File: src/rtl/fifo_rd_drain.sv
// Read-domain drain for the async FIFO: pops one word at a time, presents it to a
// busy-signalling serial consumer, retries on acknowledge timeout and counts delivered words.
module fifo_rd_drain #(
   parameter int DATA_WIDTH  = 8,
   parameter int ACK_TIMEOUT = 16,
   parameter int CNT_WIDTH   = 8
) (
   input  logic                  CLK,
   input  logic                  RST,
   input  logic                  EN,
   input  logic                  EMPTY,
   input  logic [DATA_WIDTH-1:0] RD_DATA,
   output logic                  R_INC,
   input  logic                  BUSY,
   output logic [DATA_WIDTH-1:0] OUT_DATA,
   output logic                  OUT_VALID,
   output logic                  ACK_ERR,
   output logic [CNT_WIDTH-1:0]  WORD_CNT
);

   localparam logic [7:0] TMO_LAST = 8'(ACK_TIMEOUT - 1);

   typedef enum logic [1:0] {
      IDLE      = 2'd0,
      PRESENT   = 2'd1,
      WAIT_ACK  = 2'd2,
      WAIT_DONE = 2'd3
   } state_t;

   state_t                  state_q, state_d;
   logic                    r_inc_q, r_inc_d;
   logic                    out_valid_q, out_valid_d;
   logic [DATA_WIDTH-1:0]   out_data_q, out_data_d;
   logic                    ack_err_q, ack_err_d;
   logic [CNT_WIDTH-1:0]    word_cnt_q, word_cnt_d;
   logic [7:0]              tmo_q, tmo_d;

   always_ff @(posedge CLK) begin
      if (RST) begin
         state_q     <= IDLE;
         r_inc_q     <= 1'b0;
         out_valid_q <= 1'b0;
         out_data_q  <= '0;
         ack_err_q   <= 1'b0;
         word_cnt_q  <= '0;
         tmo_q       <= '0;
      end else begin
         state_q     <= state_d;
         r_inc_q     <= r_inc_d;
         out_valid_q <= out_valid_d;
         out_data_q  <= out_data_d;
         ack_err_q   <= ack_err_d;
         word_cnt_q  <= word_cnt_d;
         tmo_q       <= tmo_d;
      end
   end

   always_comb begin
      state_d     = state_q;
      r_inc_d     = 1'b0;
      out_valid_d = 1'b0;
      out_data_d  = out_data_q;
      ack_err_d   = ack_err_q;
      word_cnt_d  = word_cnt_q;
      tmo_d       = tmo_q;
      case (state_q)
         IDLE: begin
            if (EN && !EMPTY) begin
               out_data_d  = RD_DATA;
               r_inc_d     = 1'b1;
               out_valid_d = 1'b1;
               state_d     = PRESENT;
            end
         end
         PRESENT: begin
            tmo_d   = '0;
            state_d = WAIT_ACK;
         end
         WAIT_ACK: begin
            // BUSY wins over expiry; a retry re-presents the held word without popping.
            if (BUSY) begin
               state_d = WAIT_DONE;
            end else if (tmo_q == TMO_LAST) begin
               ack_err_d   = 1'b1;
               out_valid_d = 1'b1;
               state_d     = PRESENT;
            end else begin
               tmo_d = tmo_q + 8'd1;
            end
         end
         WAIT_DONE: begin
            if (!BUSY) begin
               word_cnt_d = word_cnt_q + CNT_WIDTH'(1);
               state_d    = IDLE;
            end
         end
         default: state_d = IDLE;
      endcase
   end

   assign R_INC     = r_inc_q;
   assign OUT_VALID = out_valid_q;
   assign OUT_DATA  = out_data_q;
   assign ACK_ERR   = ack_err_q;
   assign WORD_CNT  = word_cnt_q;

endmodule

File: config.mk
export PLATFORM = sky130hd
export DESIGN_NAME = fifo_rd_drain
export DESIGN_NICKNAME = d
export VERILOG_FILES = /design/src/rtl/fifo_rd_drain.sv
export SDC_FILE = /design/constraint.sdc
export NUM_CORES = 1
export LEC_CHECK = 0
export BUFFER_PORTS_ARGS = -buffer_cell sky130_fd_sc_hd__buf_4
export CORE_UTILIZATION = 51
export CTS_CLUSTER_SIZE = 16
export DETAILED_ROUTE_END_ITERATION = 12
export GPL_ROUTABILITY_DRIVEN = 0
export PLACE_DENSITY = 0.87
export SYNTH_ARGS = -nofsm -noshare
export SYNTH_HDL_FRONTEND = slang
export SYNTH_SLANG_ARGS = --single-unit
File: constraint.sdc
create_clock -name CLK -period 1.8 [get_ports CLK]
set_clock_uncertainty 0.1 [all_clocks]
set_input_delay 0.36 -clock CLK [delete_from_list [all_inputs] [get_ports CLK]]
set_output_delay 0.36 -clock CLK [all_outputs]
set_load 0.02 [all_outputs]
==> Word-level counts from Yosys, hierarchy flattened <==
Cells that the tools add are included.
{ "classes": {"reduce_logical": 10, "mux": 12, "addsub": 2, "n_eq_ne": 9, "bitwise": 2} }
{ "op_table": {"columns": ["cell", "count"], "rows": [
  ["8-bit by 1-bit adder with 8-bit output (second input constant)", 2],
  ["8-bit 2-to-1 mux", 2],
  ["8-bit one-hot mux with 2 select lines", 1],
  ["3-bit AND reduction", 3],
  ["8-bit by 4-bit == test with 1-bit output (second input constant)", 1],
  ["2-bit 2-to-1 mux", 4],
  ["2-bit != test (second input constant)", 4],
  ["2-bit one-hot mux with 4 select lines", 1],
  ["2-bit == test (second input constant)", 2],
  ["2-bit AND reduction", 2],
  ["1-bit 2-to-1 mux", 3],
  ["3-bit != test (second input constant)", 1],
  ["2-bit by 1-bit == test with 1-bit output (second input constant)", 1],
  ["2-bit logical NOT", 1],
  ["1-bit NOT", 2],
  ["1-bit one-hot mux with 2 select lines", 1],
  ["2-bit nonzero test", 1],
  ["2-bit OR reduction", 1],
  ["1-bit logical AND", 1],
  ["1-bit logical NOT", 1]
]} }
{ "totals": {"input_bits": 13, "register_bits": 29, "output_inout_bits": 19, "elab_cells": 42} }

==> Depth between registers and ports, before layout <==
{ "depth": {"ltp_word": 4, "depth_mapped": 6, "mapped_depth_nobuf": 5} }

==> Worst setup path before layout <==
OpenSTA, ideal clock, no wires.
{ "synth_timing": {"kind": "reg-to-reg", "from": "register tmo_q[4]", "to": "register tmo_q[0]", "n_path_buf": 1, "setup_time_ps": 58, "synth_period_minus_slack_ps": 1595, "required_ps": 1642, "slack_ps": 205, "stages_incl_launch_ff": 6, "arrival_ps": 1438, "cell_sequence": "dfxtp_1 -> or4_4 -> o21ai_2 -> buf_6 -> and3_2 -> o21a_1"} }
{ "synth_via": {"elab_chain_cells": 3} }
{ "synth_lines": {"columns": ["element", "line_no", "source"], "rows": [
  ["from (decl)", "36", "logic [7:0] tmo_q, tmo_d;"],
  ["from (signal assigned)", "54", "tmo_q <= tmo_d;"],
  ["8-bit by 4-bit == test with 1-bit output", "83", "end else if (tmo_q == TMO_LAST) begin"],
  ["2-bit != test (no line)", null, null],
  ["3-bit AND reduction (no line)", null, null]
]} }
Every way passes these cells.
A chain may end at the register's enable or synchronous reset.

==> Worst setup path after layout <==
{ "layout_timing": {"from": "register tmo_q[7]", "to": "register tmo_q[0]"} }
Same word-level chain as after synthesis.

==> run metrics <==
status completed; Post-Place Cell Area 1580 µm²; Port Buf Inserts 31; Sw Ratio 0.264; Worst Hold Class in2reg; Total Nets Final 202; NetSw 310 µW; Crit path depth 5; number of diodes 0; number of setup buffers added after CTS 0; clock root cell clkbuf_4; Layout fillers 190; Gate Count Post-Synth 147; Worst setup SP type flip-flop; CP Launch Point tmo_q[7]; global-route wire length before repair 4970 µm; vias 1267; Crit path max-delay family simple AND/OR/NAND/NOR gates; CTS Hold Bufs 0; crit end category flip-flop; clock slew at reported path FFs 90 ps; Seq cells post-synth 29; Combinational Power Share 0.108; die height 52.5 µm; Top Ports 32; initial antenna violation count 0; share of cells above drive strength 1 0.303; Pint 864 µW; wire per inst 13.8 µm; CTS tree yes; min Tclk post-route 1700 ps; Starting Density 0.566; reg2reg start tmo_q[7]; cell area after synthesis 1300 µm²; crit path max-delay cell type or4_4; Setup-failing EPs final 0; sequential share of power 0.569; Worst EP required 1980 ps; Synth cell types 41; aggregate global routing overflow 0; Hold Slack 171 ps; Crit path arrival time 1880 ps; Final Hold Viols 0; post-DP HPWL 2150 µm; Post-Syn Area per Cell 8.85 µm²; post-CTS resize count 0; Max VDD drop 0.492 mV; LEAKAGE 0.000651 µW; Post-Layout Inst Area 1630 µm²; Core Util, Final 0.711; Worst Max-Slew Pin Slew 361 ps; largest net degree at the start of global routing 30; fmax 587 MHz; Worst Setup EP tmo_q[0]; pins over their slew limit 0; FFs w/ async S/R, synth 0; Core Region 2300 µm²; Num CTS Buffers 5; Critical Path Max Stage Delay 560 ps; R2R depth 5; critical path class reg2reg; slew margin rel. 0.757; r2r setup slk 100 ps; drt total wl 2990 µm; Reg area 581 µm²; CTS HTree Levels 2; Max-cap violations 0; Crit Reg-Reg Endpoint tmo_q[0]; detailed router's first-iteration violation count 40; final setup TNS 0 ps; DR pass1 iterations 4; multi-input logic area 651 µm²; die area 2760 µm²; Critical Path Fanout Max 7; worst skew pair latency 330 ps; vias in the first global route 1189; Die Width 52.5 µm; DRC 0; crit path cell chain or4_4 > o21ai_2 > buf_4 > and3_2 > o21a_1; Tot GR Track Use 0.250; Synth warnings 0; post-synthesis sequential area ratio 0.446; synthesized net count 162; Core Rows 17; Area Overhead vs Synth 25.5%; Worst Path Buf+Inv 1; PD cells 719 nW/µm²; via density per instance 5.87; CTS Buffer Depth 2; CTS Sinks 29; Clock power frac 0.323; overall power 1170 µW; final period utilization 0.947; RSZ-0062 raised after global routing false; ys flop type dfxtp_1; EDFF count, synth 0; antenna viol nets, final 0
## cells in the mapped netlist, types with 2 or more instances
master     count  share of area
inv_1          2         0.0058
nand2_1       24          0.069
a21oi_1       16          0.062
nand3_1        6          0.023
dfxtp_1       29           0.45
o2111ai_1      2          0.013
xnor2_1        3          0.020
nor3b_1        2          0.012
ha_1           2          0.019
nor4_1         3          0.014
nand4_1        4          0.019
nor3_1         3          0.012
o41ai_1        2          0.013
nand3b_1       3          0.017
nor2_1        10          0.029
clkbuf_1       4          0.012
buf_6          3          0.026
xor2_1         3          0.020
o21ai_0        4          0.015
## through the flow
stage,setup slack [ps],std cells
after floorplan,205,147
after global placement,152,208
after detailed placement,116,208
after CTS,105,216
after global routing,18.7,216
final,96.0,216
## worst min path at each step
stage	from	endpoint	slack [ps]	cells past startpoint
floorplan	tmo_q[1]	tmo_q[1]	370	2
global placement	ACK_ERR	ACK_ERR	340	2
detailed placement	ACK_ERR	ACK_ERR	340	2
CTS	RD_DATA[3]	OUT_DATA[3]	160	3
global route	RD_DATA[5]	OUT_DATA[5]	170	3
finish	RD_DATA[3]	OUT_DATA[3]	170	3
## final cells by class
cell class                 instances  area share
clock buffer                       6      0.0253
clock inverter                     2     0.00613
inverter                           2     0.00460
multi-input combinational        108       0.398
sequential                        29       0.356
tap                               28      0.0215
timing repair buffer              41       0.189
## sequential cells by signal, summed over array words and instances, names as in the netlist
name       flops
ACK_ERR        1
OUT_VALID      1
WORD_CNT       8
tmo_q          8
OUT_DATA       8
R_INC          1
state_q        2
## power by group through the flow
stage | clock network, µW | logic, µW | registers [µW]
3_5_place_dp | 0 | 126 | 683
4_1_cts | 386 | 127 | 668
5_1_grt | 420 | 140 | 670
6_report | 380 | 127 | 668
2_1_floorplan | 0 | 58.4 | 694
3_3_place_gp | 0 | 121 | 682
## logic make-up after synthesis
family	Yosys count	synth area share
compound gates	32	0.154
xor+xnor	6	0.0404
fa+ha+maj	2	0.0192
buf+inv	10	0.0538
flops	29	0.446
mux	2	0.0163
simple gates	66	0.270
## cell usage in the layout (no fill, tap or decap), types with 2 or more instances in the layout
master / instances
nor3_1: 3
clkbuf_4: 5
nand2_1: 24
xnor2_1: 3
xor2_1: 3
nor4_1: 3
nand3b_1: 3
nand3_1: 6
nand4_1: 4
ha_1: 2
o21ai_0: 4
o41ai_1: 2
a21oi_1: 16
nor2_1: 10
inv_1: 2
clkinv_2: 2
o2111ai_1: 2
dfxtp_1: 29
buf_4: 41
nor3b_1: 2
## worst register-to-register path, cell delays in order, from the launching register on
cell and delay, ps:
dfxtp_1 370, or4_4 560, o21ai_2 170, buf_4 170, and3_2 170, o21a_1 110
## routing by layer
| layer | vias up | track usage | share of wire |
|---|---|---|---|
| li1 | 612 | - | - |
| met1 | 603 | 0.291 | 0.43 |
| met2 | 45 | 0.403 | 0.49 |
| met3 | 7 | 0.0638 | 0.059 |
| met4 | 0 | 0.158 | 0.018 |
| met5 | - | 0 | 0 |
Note: power is estimated with default switching activity, not from simulation.
